--- src/rtl/fp_to_posit_pipe_pkg.sv ---
// -----------------------------------------------------------------------------
// fp_to_posit_pipe_pkg
// Shared IEEE-754 / posit configuration. Everything is derived from the storage
// width so that one parameter (FPWID) selects a consistent float format, posit
// exponent size and the special posit constants.
//   fp_ew / fp_emsb / fp_fmsb : float exponent width, exponent MSB, fraction MSB
//   fp_bias                   : float exponent bias
//   posit_es                  : posit exponent field width
//   posit_rsw                 : signed width for the unbiased exponent X and
//                               the regime count k (float exponent range plus
//                               subnormal normalisation shift plus one guard bit)
//   posit_nar/maxpos/minpos   : special posit patterns, MAXW bits wide; callers
//                               slice them down to their own width
// -----------------------------------------------------------------------------
package fp_to_posit_pipe_pkg;

    localparam int MAXW = 128;

    function automatic int fp_ew(input int wid);
        case (wid)
            16:      return 5;
            64:      return 11;
            128:     return 15;
            default: return 8;
        endcase
    endfunction

    function automatic int fp_emsb(input int wid);
        return fp_ew(wid) - 1;
    endfunction

    function automatic int fp_fmsb(input int wid);
        return wid - fp_ew(wid) - 2;
    endfunction

    function automatic int fp_bias(input int wid);
        return (1 << (fp_ew(wid) - 1)) - 1;
    endfunction

    function automatic int posit_es(input int wid);
        case (wid)
            16:      return 1;
            64:      return 3;
            default: return 2;
        endcase
    endfunction

    function automatic int posit_rsw(input int wid);
        return fp_ew(wid) + 2;
    endfunction

    function automatic logic [MAXW-1:0] posit_nar(input int wid);
        return MAXW'(1) << (wid - 1);
    endfunction

    function automatic logic [MAXW-1:0] posit_maxpos(input int wid);
        return (MAXW'(1) << (wid - 1)) - MAXW'(1);
    endfunction

    function automatic logic [MAXW-1:0] posit_minpos(input int wid);
        return MAXW'(1) + MAXW'(wid - wid);
    endfunction

endpackage

--- src/rtl/cntlz.sv ---
// -----------------------------------------------------------------------------
// cntlz
// Combinational leading-zero counter.
//   i : operand
//   o : number of leading zeros in i (WID when i is all zeros)
// -----------------------------------------------------------------------------
module cntlz #(
    parameter int WID = 23,
    parameter int CW  = $clog2(WID + 1)
) (
    input  logic [WID-1:0] i,
    output logic [CW-1:0]  o
);

    always_comb begin
        // NOTE: default assigned before the loop so every path writes o and no latch is inferred.
        o = CW'(WID);
        // Ascending scan: the last hit is the most significant set bit.
        for (int b = 0; b < WID; b++) begin
            if (i[b]) o = CW'(WID - 1 - b);
        end
    end

endmodule

--- src/rtl/posit_round_pack.sv ---
// -----------------------------------------------------------------------------
// posit_round_pack
// Combinational posit packer: builds regime, exponent and fraction, rounds to
// nearest-even on the bits beyond WID, saturates to maxpos/minpos and applies
// the sign as a two's complement.
//   sign   : operand sign
//   k      : regime count (signed)
//   expo   : posit exponent field
//   frac   : fraction bits below the hidden one
//   sticky : OR of any fraction bits already discarded upstream
//   o      : rounded posit
// -----------------------------------------------------------------------------
module posit_round_pack
    import fp_to_posit_pipe_pkg::*;
#(
    parameter int WID = 32,
    parameter int ES  = 2,
    parameter int FW  = 23,
    parameter int KW  = 10
) (
    input  logic                 sign,
    input  logic signed [KW-1:0] k,
    input  logic [ES-1:0]        expo,
    input  logic [FW-1:0]        frac,
    input  logic                 sticky,
    output logic [WID-1:0]       o
);

    localparam int VW = 2 + ES + FW + WID;      // seed plus room for the longest in-range shift
    localparam int GB = VW - WID;               // guard bit position
    localparam logic signed [KW-1:0] K_MAX = KW'(WID - 2);
    localparam logic signed [KW-1:0] K_MIN = KW'(2 - WID);
    localparam logic [MAXW-1:0] MAXPOS_W = posit_maxpos(WID);
    localparam logic [MAXW-1:0] MINPOS_W = posit_minpos(WID);
    localparam logic [WID-2:0] MAXPOS = MAXPOS_W[WID-2:0];
    localparam logic [WID-2:0] MINPOS = MINPOS_W[WID-2:0];

    logic signed [VW-1:0] seed;
    logic signed [VW-1:0] body;
    logic [KW-1:0]        sh;
    logic [WID-2:0]       field;
    logic [WID-2:0]       mag;
    logic [WID-1:0]       sum;
    logic                 guard;
    logic                 sticky_all;
    logic                 up;

    always_comb begin
        // The two seed bits become the regime after an arithmetic shift:
        // '10' shifted by k smears into k+1 ones and a zero; '01' shifted by
        // -k-1 (= ~k) gives -k zeros followed by a one.
        seed       = {k[KW-1] ? 2'b01 : 2'b10, expo, frac, {WID{1'b0}}};
        sh         = k[KW-1] ? ~k : k;
        body       = seed >>> sh;
        field      = body[VW-1 -: WID-1];
        guard      = body[GB];
        sticky_all = (|body[GB-1:0]) | sticky;
        up         = guard & (field[0] | sticky_all);
        sum        = {1'b0, field} + {{(WID-1){1'b0}}, up};
        if (k >= K_MAX) begin
            mag = MAXPOS;
        end else if (k < K_MIN) begin
            mag = MINPOS;
        end else if (sum[WID-1]) begin
            mag = MAXPOS;                       // rounding carried past maxpos
        end else begin
            mag = sum[WID-2:0];
        end
        o = sign ? -{1'b0, mag} : {1'b0, mag};
    end

endmodule

--- src/rtl/fp_to_posit_pipe.sv ---
// -----------------------------------------------------------------------------
// fp_to_posit_pipe
// Three-stage IEEE-754 to posit converter with valid/ready handshaking.
//   S1 unpack and classify, S2 normalise and split exponent into regime and
//   posit exponent, S3 pack/round into the output register.
//   clk, rst_n       : clock, synchronous active-low reset
//   i_valid, i_ready : input handshake (i_ready = pipeline may advance)
//   i                : IEEE-754 operand
//   o_valid, o_ready : output handshake
//   o                : posit result
// -----------------------------------------------------------------------------
module fp_to_posit_pipe #(
    parameter int FPWID = 32
) (
    input  logic             clk,
    input  logic             rst_n,
    input  logic             i_valid,
    output logic             i_ready,
    input  logic [FPWID-1:0] i,
    output logic             o_valid,
    input  logic             o_ready,
    output logic [FPWID-1:0] o
);
    import fp_to_posit_pipe_pkg::*;

    localparam int ES   = posit_es(FPWID);
    localparam int EMSB = fp_emsb(FPWID);
    localparam int FMSB = fp_fmsb(FPWID);
    localparam int BIAS = fp_bias(FPWID);
    localparam int XW   = posit_rsw(FPWID);
    localparam int LZW  = $clog2(FMSB + 2);
    localparam logic [MAXW-1:0]      NAR_W  = posit_nar(FPWID);
    localparam logic [FPWID-1:0]     NAR    = NAR_W[FPWID-1:0];
    localparam logic signed [XW-1:0] BIAS_X = XW'(BIAS);

    logic                 en;
    logic                 s1_v, s1_sign, s1_zero, s1_sub, s1_nar;
    logic [EMSB:0]        s1_exp;
    logic [FMSB:0]        s1_frac;
    logic [LZW-1:0]       lz;
    logic signed [XW-1:0] exp_x, lz_x, x;
    logic                 s2_v, s2_sign, s2_zero, s2_nar;
    logic signed [XW-1:0] s2_k;
    logic [ES-1:0]        s2_ex;
    logic [FMSB:0]        s2_frac;
    logic [FPWID-1:0]     pack_o, s3_o;

    // One enable for the whole pipe: it moves whenever the output slot is free
    // or being drained, so a stall freezes every stage together.
    assign en      = ~o_valid | o_ready;
    assign i_ready = en;

    always_ff @(posedge clk) begin
        // NOTE: sequential state uses non-blocking assignments so every register samples pre-edge values.
        if (!rst_n) begin
            s1_v    <= 1'b0;
            s2_v    <= 1'b0;
            o_valid <= 1'b0;
            o       <= '0;
        end else if (en) begin
            s1_v    <= i_valid;
            s2_v    <= s1_v;
            o_valid <= s2_v;
            o       <= s3_o;
        end
    end

    // NOTE: stage data registers have no reset; their contents are qualified by the valid bits.
    always_ff @(posedge clk) begin
        if (en) begin
            s1_sign <= i[FPWID-1];
            s1_exp  <= i[FPWID-2 -: EMSB+1];
            s1_frac <= i[FMSB:0];
            s1_zero <= ~|i[FPWID-2:0];
            s1_sub  <= (~|i[FPWID-2 -: EMSB+1]) & (|i[FMSB:0]);
            s1_nar  <= &i[FPWID-2 -: EMSB+1];
            s2_sign <= s1_sign;
            s2_zero <= s1_zero;
            s2_nar  <= s1_nar;
            s2_k    <= x >>> ES;
            s2_ex   <= x[ES-1:0];
            // Shift past the leading one so it becomes the implicit bit.
            s2_frac <= s1_sub ? (s1_frac << lz) << 1 : s1_frac;
        end
    end

    cntlz #(
        .WID (FMSB + 1)
    ) u_lz (
        .i (s1_frac),
        .o (lz)
    );

    // A subnormal 0.f * 2^(1-BIAS) normalises to 1.f' * 2^(-BIAS-lz).
    assign exp_x = {{(XW-EMSB-1){1'b0}}, s1_exp};
    assign lz_x  = {{(XW-LZW){1'b0}}, lz};
    assign x     = s1_sub ? -BIAS_X - lz_x : exp_x - BIAS_X;

    posit_round_pack #(
        .WID (FPWID),
        .ES  (ES),
        .FW  (FMSB + 1),
        .KW  (XW)
    ) u_pack (
        .sign   (s2_sign),
        .k      (s2_k),
        .expo   (s2_ex),
        .frac   (s2_frac),
        .sticky (1'b0),
        .o      (pack_o)
    );

    assign s3_o = s2_nar ? NAR : (s2_zero ? '0 : pack_o);

endmodule

--- config.mk ---
export PLATFORM = sky130hd
export DESIGN_NAME = fp_to_posit_pipe
export DESIGN_NICKNAME = d
export VERILOG_FILES = /design/src/rtl/fp_to_posit_pipe_pkg.sv /design/src/rtl/cntlz.sv /design/src/rtl/posit_round_pack.sv /design/src/rtl/fp_to_posit_pipe.sv
export SDC_FILE = /design/constraint.sdc
export NUM_CORES = 1
export LEC_CHECK = 0
export ABC_AREA = 0
export CORE_MARGIN = 3
export CORE_UTILIZATION = 63
export DETAILED_ROUTE_END_ITERATION = 6
export HOLD_SLACK_MARGIN = 0.15
export PLACE_DENSITY_LB_ADDON = 0.2
export REMOVE_ABC_BUFFERS = 1
export SYNTH_ARGS = -nofsm -noshare
export SYNTH_HDL_FRONTEND = slang
export SYNTH_HIERARCHICAL = 1
export SYNTH_SLANG_ARGS = --single-unit
--- constraint.sdc ---
create_clock -name clk -period 19.95 [get_ports clk]
set_clock_uncertainty 0.1 [all_clocks]
set_input_delay 2.9925 -clock clk [delete_from_list [all_inputs] [get_ports clk]]
set_output_delay 2.9925 -clock clk [all_outputs]
set_load 0.01 [all_outputs]
Word-level counts from Yosys, hierarchy flattened
Index checks and enable logic that the tools add are counted.
W data, S select, Z words.

cells by class
  add/sub/neg operators = 4
  magnitude comparators = 2
  shifts and indexed selects = 2
  muxes and demuxes = 33
  bitwise logic cells = 6
  reduce and logical (&&, ||, !) cells = 7

operators with widths
  operator               count
  $mux W32               3
  $mux W31               3
  $mux W5                16
  $sshr A59 B10 Y59      1
  $add A31 B1 Y32        1
  $neg A31 Y32           1
  $reduce_or A31 Y1      1
  $reduce_or A27 Y1      1
  $mux W23               1
  $reduce_or A23 Y1      1
  $shl A23 B5 Y22        1
  $mux W10               2
  $mux W3                4
  $not A8 Y10            1
  $sub A8 B6 Y9 const A  1
  $sub A8 B7 Y9 const B  1
  $ge A8 B6 Y1 const B   1
  $lt A8 B6 Y1 const B   1
  $reduce_and A8 Y1      1
  $reduce_or A8 Y1       1
  $mux W2                3
  $and A1 B1 Y1          2
  $logic_not A1 Y1       2
  $or A1 B1 Y1           2
  other kinds (2)        2

storage, ports and cells
  register bits = 106
  output and inout bits = 34
  word-level logic and storage cells = 71

Logic depth before layout (Yosys ltp)
Gate-level depths: netlist (run 1).

  word-level depth = 25
  depth in mapped cells = 31
  mapped depth without buffers = 24

By module
The synthesis (run 1) kept the hierarchy.

modules (own cells, without submodules)
  module            times used  cells each  area an instance (um^2)  sequential area each (um^2)
  posit_round_pack  1           1116        7146.9                   0.0
  fp_to_posit_pipe  1           412         4972.3                   2802.7
  cntlz             1           42          236.5                    0.0

Least setup slack after synthesis (run 1)
OpenSTA, ideal clock, no wires.

  path kind = in2out
  start = input port o_ready
  end = output port i_ready
  arrival = 4.890 ns
  setup slack = 11.968 ns
  stages = 4
  buffers on the path = 2
  cells stage by stage = nor2b_1 > clkbuf_1 > buf_1 > inv_1

on the way
  cells in the longest elaborated chain, start to end = 1

ends and longest elaborated chain
  element          line                    source
  start, declared  fp_to_posit_pipe.sv:21  input logic o_ready,
  $or A1 B1 Y1     fp_to_posit_pipe.sv:50  assign en = ~o_valid | o_ready;
  end, declared    fp_to_posit_pipe.sv:18  output logic i_ready,

No other way between the ends.

Final worst setup path (run 1)
  start = register s2_k[6]
  end = register o[30]

on the way
  cells in the longest elaborated chain, start to end = 14

ends and longest elaborated chain
  element                  line                     source
  start, declared          fp_to_posit_pipe.sv:43   logic signed [XW-1:0] s2_k;
  start signal, assigned   fp_to_posit_pipe.sv:80   s2_k <= x >>> ES;
  $not A8 Y10              posit_round_pack.sv:53   sh = k[KW-1] ? ~k : k;
  $mux W10                 posit_round_pack.sv:53
  $sshr A59 B10 Y59        posit_round_pack.sv:54   body = seed >>> sh;
  $reduce_or A27 Y1        posit_round_pack.sv:57   sticky_all = (|body[GB-1:0]) | sticky;
  $or A1 B1 Y1             posit_round_pack.sv:58   up = guard & (field[0] | sticky_all);
  $and A1 B1 Y1            posit_round_pack.sv:58
  $add A31 B1 Y32          posit_round_pack.sv:59   sum = {1'b0, field} + {{(WID-1){1'b0}}, up};
  $mux W31                 posit_round_pack.sv:64   end else if (sum[WID-1]) begin
  $mux W31                 posit_round_pack.sv:62   end else if (k < K_MIN) begin
  $mux W31 *               posit_round_pack.sv:60   if (k >= K_MAX) begin
  $neg A31 Y32             posit_round_pack.sv:69   o = sign ? -{1'b0, mag} : {1'b0, mag};
  $mux W32 *               posit_round_pack.sv:69
  net pack_o[30]           fp_to_posit_pipe.sv:46   logic [FPWID-1:0] pack_o, s3_o;
  $mux W32 * (2 in a row)  fp_to_posit_pipe.sv:113  assign s3_o = s2_nar ? NAR : (s2_zero ? '0 : pack_o);
  end signal, assigned     fp_to_posit_pipe.sv:64   o <= s3_o;
  end, declared            fp_to_posit_pipe.sv:22   output logic [FPWID-1:0] o

The timed path passes the listed nets; every way through them passes the cells marked *.
A chain may end at the register's enable or synchronous reset.

==> flow_summary.toml, run 1 <==
[setup_path]
crit_type = "reg2reg"
cp.arrival_ps = 8570
r2r-start = "s2_k[6]"
ff2ff_path_depth = 26
worstPathRequired_ps = 20100
r2r_slack_ps = 11530
rr_endpoint = "o[30]"
startpoint_type = "flop"
crit_fanout = 178
critPathCaptureType = "flop"

[timing]
final_max_slew_viol_count = 0
min_period_ps = 8420
worst_pin_slew_ps = 1110
whs_ps = 325
setup_viol = 0
fin_crit_sh = 0.422
rsz0062_at_grt = "false"
fmax_mhz = 119
finalSetupTns_ps = 0
setup_ws_ps = 11530
hold_viol_final = 0
slew_headroom = 0.258

[synthesis]
yosys.area.top_type = "edfxtp_1"
yosys.cell_types.count = 114
async_flop_share = 0
netlist_area_um2 = 12400
muxShareOfSynthArea = 0.0908
synth_seq_area_share = 0.227
synth_top_family_by_area = "compound AO/OA/AOI/OAI gates"
ys_ff_latch = 105
synth-xor-area-share = 0.0388
synth_edf_count = 70
netlist_top_cells_area = "edfxtp_1, dfxtp_1, mux2i_1"
synthSimpleGateAreaFrac = 0.250
yosys_warnings = 6
yosys.area.top_type_share = 0.170
synth_fa_ha_area_frac = 0.00709
syn_avg_cell_area_um2 = 7.87
syn_inst = 1570
synth-compound-area-share = 0.323
synth_ff_type = "edfxtp_1"

[clock_network]
insertion_delay_ps = 370
cts.sinks = 105
postCtsResizedCells = 0
cts_tree = "built"
cts_root_buffer = "clkbuf_16"
hold_buffers = 0
cts_max_level = 3
numCtsBuffers = 9
clk_pin_slew_ps = 70
cts_buffer_depth = 2
cts_setup_buffers = 0

[worst_hold_path]
min_from = "s1_zero"
hold_class = "reg2reg"
whs_path_depth = 0
hold_path_end = "s2_zero"

[placed_design]
io_buffers = 69
dp_slack_ps = 11650
gp_congestion = 1.08
hpwl_mm = 33.0

[grt]
antenna_found_initial = 0
grt_pass1_vias = 12507
grt_max_degree = 179
grt.total_usage = 0.401
grt_pass1_wl_mm = 69.7
grt_overflow = 0

[floorplan]
die_h_um = 146
num_rows = 50
dieArea_um2 = 21300
die_w_um = 146
initial_core_util = 0.652
core-area_um2 = 19000
boundaryPins = 70

[finish]
final_core_util = 0.699
drive_above_1_share = 0.0843
multi_input_area_um2 = 8790
layout_common_cells = "nand2_1, nor2_1, a21oi_1"
seq_area_um2 = 2800
nFillCells = 1511
antennaDiodeCount = 0
nNetsFinal = 1604
area_delta_synth_final_pct = 7.20
layout_commonest_cell = "nand2_1"

[route]
drtPass1Iterations = 7
wl_per_cell_um = 24.6
wl_met1_mm = 17.0
routed_via_density = 7.65
wl_met3_mm = 6.15
drc = 1
wl_met2_mm = 19.5
routed_wl_mm = 45.0
via_count = 13961
drtIter0Drc = 2403
ant_nets = 0
topRoutingLayerUsed = "met4"

[power_and_ir_drop]
power.density_nw_per_um2 = 76.6
p_total_mw = 1.01
power.leakage_nw = 4.75
ir_worst_vdd_v = 0.0000618

[outcome]
outcome = "finished with violations"
violations = "DRC"

[run]
max-cap-violations = 0
[area by class of cell]
| class | instances | share of cell area |
|---|---|---|
| Multi-Input combinational cell | 1315 | 0.664 |
| Sequential cell | 105 | 0.212 |
| Timing Repair Buffer | 95 | 0.0678 |
| Tap cell | 260 | 0.0246 |
| Clock buffer | 9 | 0.0170 |
| Inverter | 35 | 0.00992 |
| Clock inverter | 7 | 0.00548 |
[per-stage QoR]
step	cells	cell area, µm²
floorplan	1455	11700
global placement	1810	12900
detailed placement	1810	12900
CTS	1826	13200
global route	1826	13200
finish	1826	13200
[per-layer routing]
| layer | vias up | track usage |
|---|---|---|
| li1 | 6052 | - |
| met1 | 6469 | 0.545 |
| met2 | 1226 | 0.625 |
| met3 | 214 | 0.0835 |
| met4 | 0 | 0.170 |
| met5 | - | 0 |
[logic make-up (layout without fill, tap and decap cells)]
kind of cell             Yosys count  after routing
flip-flops                       105            105
buffers and inverters            150            146
AND/OR/NAND/NOR                  603            603
multiplexers                      92             92
AO/OA/AOI/OAI                    559            559
adder cells (fa/ha/maj)            7              7
other                              1              1
XOR/XNOR                          53             53
[power by group]
part           switching [mW]  internal, mW
clock                  0.0923        0.0884
sequential             0.0230         0.255
combinational           0.358         0.197
[cell usage after synthesis (26+ instances only)]
library cell / n
edfxtp_1: 70
nor4_1: 28
a31oi_1: 26
nand2_1: 152
a21oi_1: 111
nor2b_1: 60
mux2i_1: 66
nand3_1: 47
clkbuf_1: 56
o21ai_0: 86
o22ai_1: 46
xor2_1: 26
nand2b_1: 26
a22oi_1: 56
nor3_1: 32
nor2_1: 151
dfxtp_1: 35
inv_1: 34
[flip-flops by register name, indices dropped and copies added, names as in the netlist]
signal and count:
s1_nar 1, s2_nar 1, s2_ex 2, s1_exp 8
o 32, o_valid 1, s2_sign 1, s1_v 1
s2_v 1, s1_zero 1, s2_frac 23, s1_frac 23
s2_zero 1, s2_k 7, s1_sign 1, s1_sub 1
[critical path: stages, from the launching register on]
cell and delay (ps):
edfxtp_1 400, buf_12 520, inv_1 150, ha_1 330, buf_4 240, nor2_1 840
a21oi_1 280, a211oi_1 490, nand3_1 190, o21ai_1 520, a221oi_1 270, a21oi_1 270
nor4_2 80, buf_4 210, nand2_1 360, nand4_1 180, inv_1 110, ha_1 150
inv_1 60, a311oi_1 400, nand2_1 190, nor3_1 360, nand3_1 430, o41a_1 520
a311o_1 320, a22oi_1 150, nor2b_1 80
[worst max-delay path by stage]
stage / startpoint / to
finish: s2_k[6] / o[30]
CTS: o_ready / i_ready
global route: s2_k[6] / o[30]
global placement: o_ready / i_ready
floorplan: s2_k[6] / o[30]
detailed placement: o_ready / i_ready
(Power assumes the default switching activity.)
==> inputs of run 2 (changes only) <==
- CORE_UTILIZATION: 63 -> 56
- clock period: 19.95 -> 6.9 ns (I/O delays scaled with it)
==> run 2 against run 1 <==
Effect of this change: the flow still finishes with violations (DRC); global-route usage fell by 0.34 points; non-clock buffer count rose by 92; die area rose by 12%; clock-buffer cell count rose by 2; worst setup slack got worse by 11000 ps; wire length rose by 11%; largest power group unchanged; highest routed layer is now met5.
==> flow_summary.toml, run 2 (synthesis gave the netlist of run 1 again) <==
[worst_hold_path]
whs_path_depth = 0
min_from = "s1_zero"
hold_path_end = "s2_zero"
hold_class = "reg2reg"

[route]
topRoutingLayerUsed = "met5"
wl_per_cell_um = 25.8
via_count = 14468
wl_met3_mm = 7.05
drtIter0Drc = 2408
routed_wl_mm = 49.8
wl_met2_mm = 21.3
drtPass1Iterations = 7
wl_met1_mm = 19.0
routed_via_density = 7.48
drc = 2
ant_nets = 0

[clock_network]
cts_max_level = 3
numCtsBuffers = 9
cts_tree = "built"
cts_buffer_depth = 2
clk_pin_slew_ps = 80
cts_root_buffer = "clkbuf_16"
cts.sinks = 105
insertion_delay_ps = 370

[finish]
finalNonFillerCells = 1933
antennaDiodeCount = 0
top_register = "o"
largest_reg_flops = 32
drive_above_1_share = 0.150
final_core_util = 0.663
nNetsFinal = 1696
largestRegisters = "o (32), s1_frac (23), s2_frac (23)"
layout_common_cells = "nor2_1, nand2_1, buf_4"
area_delta_synth_final_pct = 14.5

[setup_path]
cp_common_cell = "buf_4"
startpoint_type = "flop"
cp.arrival_ps = 6920
critPathCaptureType = "flop"
cp_slowest_cell = "o32ai_2"
ff2ff_path_depth = 25
r2r-start = "s2_k[2]"
worstPathRequired_ps = 7100
critical-path-top-delay-family = "compound AO/OA/AOI/OAI gates"
rr_endpoint = "o[28]"
cpPeakStageDelay_ps = 860
worst-path-buf-inv = 6
crit_fanout = 12
r2r_slack_ps = 180
crit_type = "reg2reg"

[grt]
grt_overflow = 0
grt_pass1_vias = 13229
antenna_found_initial = 1
grt_pass1_wl_mm = 76.0
grt.total_usage = 0.398
grt_max_degree = 88

[floorplan]
initial_core_util = 0.579
num_rows = 53
die_w_um = 155
die_h_um = 155
dieArea_um2 = 23900
boundaryPins = 70
core-area_um2 = 21400

[timing]
fin_crit_sh = 0.974
final_max_slew_viol_count = 0
setup_viol = 0
min_period_ps = 6720
hold_viol_final = 0
slew_headroom = 0.209
fmax_mhz = 149
worst_pin_slew_ps = 1190

[placed_design]
io_buffers = 69
hpwl_mm = 37.2
gp_congestion = 1.17
placed_cells = 1908

[power_and_ir_drop]
ir_worst_vdd_v = 0.000123
power.density_nw_per_um2 = 222
power.leakage_nw = 5.24

[outcome]
violations = "DRC"
outcome = "finished with violations"

[run]
max-cap-violations = 0
==> run 2: worst max path at each step <==
stage	startpoint	end	slack, ps	cells after the start
after floorplan	s2_k[6]	o[30]	-3690	21
after global placement	s2_k[6]	o[30]	310	26
after detailed placement	s2_k[6]	o[28]	220	27
after CTS	s2_k[6]	o[28]	200	27
after global routing	s2_k[6]	o[28]	-30	23
final	s2_k[2]	o[28]	180	25
==> run 2: worst reg2reg max path: stages (launching register included) <==
cell and delay, ps:
edfxtp_1 770, nor3b_4 600, nor2_2 150, o32ai_2 860, buf_4 230, a21oi_1 60
a21oi_1 130, a41oi_1 150, a2111oi_0 580, buf_4 210, nand3_1 100, a21oi_1 230
nand4_1 140, inv_1 100, ha_1 150, inv_1 50, a311oi_1 340, nand2_1 130
nor3_1 190, buf_4 170, nand3_1 160, buf_4 250, o41ai_2 370, xor2_1 200
a22oi_1 90, nor2b_1 150
==> run 2: layout make-up <==
cell class                      count  area [µm²]
Fill cell                        1806        7200
Multi-Input combinational cell   1315        8940
Clock buffer                       11         264
Sequential cell                   105        2800
Clock inverter                      5        41.3
Tap cell                          275         344
Inverter                           35         135
Timing Repair Buffer              187        1630
==> run 2: per-layer routing <==
metal  vias up  global-route usage
met3       266               0.106
li1       6242                   -
met1      6667               0.541
met2      1291               0.600
met4         2               0.167
met5         -                   0
==> run 2: what timing repair did <==
action / in CTS / in global routing
gates resized for setup: 0 / 33
hold buffers: 0 / 0
buffers inserted: 0 / 8
setup endpoints to repair: 0 / 15
==> run 2: power breakdown <==
group	switching (mW)	internal, mW	total, mW
sequential	0.0774	0.736	0.814
combinational	1.11	0.678	1.79
clock	0.258	0.282	0.541
total	1.45	1.70	3.14
==> run 2: stage by stage <==
stage                     hold WS [ps]  setup WS (ps)  instance area [µm²]  TNS (ps)  power (mW)
after floorplan                    300          -3690                11700    -97260        1.85
after global placement             306            314                13600         0        2.45
after detailed placement           316            222                13600         0        2.47
after CTS                          323            202                13900         0        3.01
after global routing               326          -34.5                14200     -34.5        3.27
final                              334            180                14200         0        3.14
==> inputs of run 3 (changes only) <==
- CORE_UTILIZATION: 56 -> 45
- RECOVER_POWER: default -> 100
==> run 3 against run 2 <==
Effect of this change: the run ends with capacitance limit, slew limit left; hold slack got worse by 12 ps; critical path depth is 3 lower; sequential share of layout area is 0.10 points higher; fmax rose by 1.3%; final cell count grew 3.3%; clock-buffer cell count decreased by 1; non-clock buffer count decreased by 3; register-to-register slack improved by 90 ps; core utilization decreased by 14 points; critical endpoint is now o[30]; wire length barely moved; power down 2.9%; largest power group unchanged.
==> flow_summary.toml, run 3 (synthesis gave the netlist of run 1 again) <==
[finish]
nNetsFinal = 1693
top_register = "o"
largestRegisters = "o (32), s1_frac (23), s2_frac (23)"
drive_above_1_share = 0.132
layout_common_cells = "nand2_1, nor2_1, a21oi_1"
fin_area_um2 = 14100
area_delta_synth_final_pct = 13.9
antennaDiodeCount = 0
layout_commonest_cell = "nand2_1"
largest_reg_flops = 32

[timing]
hold_viol_final = 0
setup_viol = 0
fin_crit_sh = 0.961
final_max_slew_viol_count = 79
whs_ps = 323
rsz0062_at_grt = "false"
min_period_ps = 6630
worst_pin_slew_ps = 1810
slew_headroom = -0.206
fmax_mhz = 151

[floorplan]
boundaryPins = 70
core-area_um2 = 27000
die_w_um = 172
die_h_um = 172
initial_core_util = 0.458
dieArea_um2 = 29500
num_rows = 60

[power_and_ir_drop]
power.leakage_nw = 5.25
p_total_mw = 3.05
ir_worst_vdd_v = 0.000128
power.density_nw_per_um2 = 217

[placed_design]
gp_congestion = 1.05
placed_area_um2 = 13700
hpwl_mm = 38.7
io_buffers = 69

[setup_path]
endpoint = "o[30]"
r2r_slack_ps = 270
cp.arrival_ps = 6800
critPathLaunch = "s2_k[6]"
ff2ff_path_depth = 22
r2r-start = "s2_k[6]"
crit_fanout = 16
startpoint_type = "flop"
crit_type = "reg2reg"
worstPathRequired_ps = 7060
rr_endpoint = "o[30]"
critPathCaptureType = "flop"

[route]
drtIter0Drc = 2015
drc = 0
drtPass1Iterations = 6
ant_nets = 0
routed_wl_mm = 49.7
routed_via_density = 6.86
wl_per_cell_um = 24.9
via_count = 13701

[clock_network]
cts_root_buffer = "clkbuf_16"
cts_tree = "built"
insertion_delay_ps = 360
cts.sinks = 105
cts_buffer_depth = 2
hold_buffers = 0
cts_max_level = 3
numCtsBuffers = 9
clk_pin_slew_ps = 90

[grt]
grt_pass1_vias = 12564
grt_overflow = 0
grt_max_degree = 105
grt_pass1_wl_mm = 75.4
antenna_found_initial = 1
grt.total_usage = 0.330

[worst_hold_path]
hold_class = "reg2reg"

[outcome]
violations = "capacitance limit, slew limit"
outcome = "finished with violations"

[run]
max-cap-violations = 2
-- run 3: cell count changes in the layout (fill, tap and decap cells not counted), sizes merged --
| cell | change |
|---|---|
| clkdlybuf4s50 | -68 |
| clkinv | +3 |
| buf | -7 |
| dlygate4sd3 | +68 |
| clkbuf | +3 |
| inv | -2 |
-- run 3: how the worst min path moves through the flow --
stage,start,end,slack [ps],cells past startpoint
final,s1_nar,s2_nar,320,0
after detailed placement,s1_nar,s2_nar,310,0
after floorplan,s1_nar,s2_nar,300,0
after CTS,s1_nar,s2_nar,320,0
after global placement,s1_sign,s2_sign,300,0
after global routing,s1_nar,s2_nar,340,0
-- run 3: layout make-up --
cell class | count | area, µm²
fillers | 2629 | 12900
multi-input cells | 1315 | 8840
flip-flops and latches | 105 | 2800
repair buffers | 184 | 1580
well taps | 341 | 427
clock buffers | 10 | 229
inverters | 35 | 135
clock inverters | 6 | 62.6
-- run 3: critical path, stage by stage (launching register included) --
cell       delay (ps)
edfxtp_1          490
inv_1             170
ha_4              270
nand2b_4          240
buf_4             230
o221ai_1          410
o32ai_1           190
or2_2             350
o2111ai_1         410
nand2_1            90
nand2_1            90
ha_1              160
o21ai_0           140
nand4bb_4         300
nor4_4            480
a21boi_1          160
o41ai_2           330
or4b_1            540
or3_4             410
o41a_1            430
a311o_1           330
a22oi_1           160
nor2b_1            60
-- run 3: where the power goes --
group / leakage, nW / switching, mW / internal (mW)
clock network: 0.142 / 0.268 / 0.255
logic: 4.07 / 1.07 / 0.651
registers: 1.04 / 0.0726 / 0.736
total: 5.25 / 1.41 / 1.64
-- run 3: metal layers --
layer | track usage | part of all wire
met5 | 0 | 0.00026
met4 | 0.0976 | 0.031
met3 | 0.0540 | 0.095
met2 | 0.499 | 0.43
met1 | 0.483 | 0.44
-- run 3: timing repair --
action / in CTS / in global routing
gates resized for setup: 0 / 16
setup buffers: 0 / 4
setup endpoints to repair: 0 / 13
-- run 3: per-stage QoR --
step	utilization	instances	TNS (ps)	worst slack (ps)
after floorplan	-	1455	-97260	-3690
after global placement	0.509	1976	0	265
after detailed placement	0.509	1976	0	273
after CTS	0.520	1992	0	250
after global routing	0.522	1996	0	12.4
final	0.522	1996	0	268
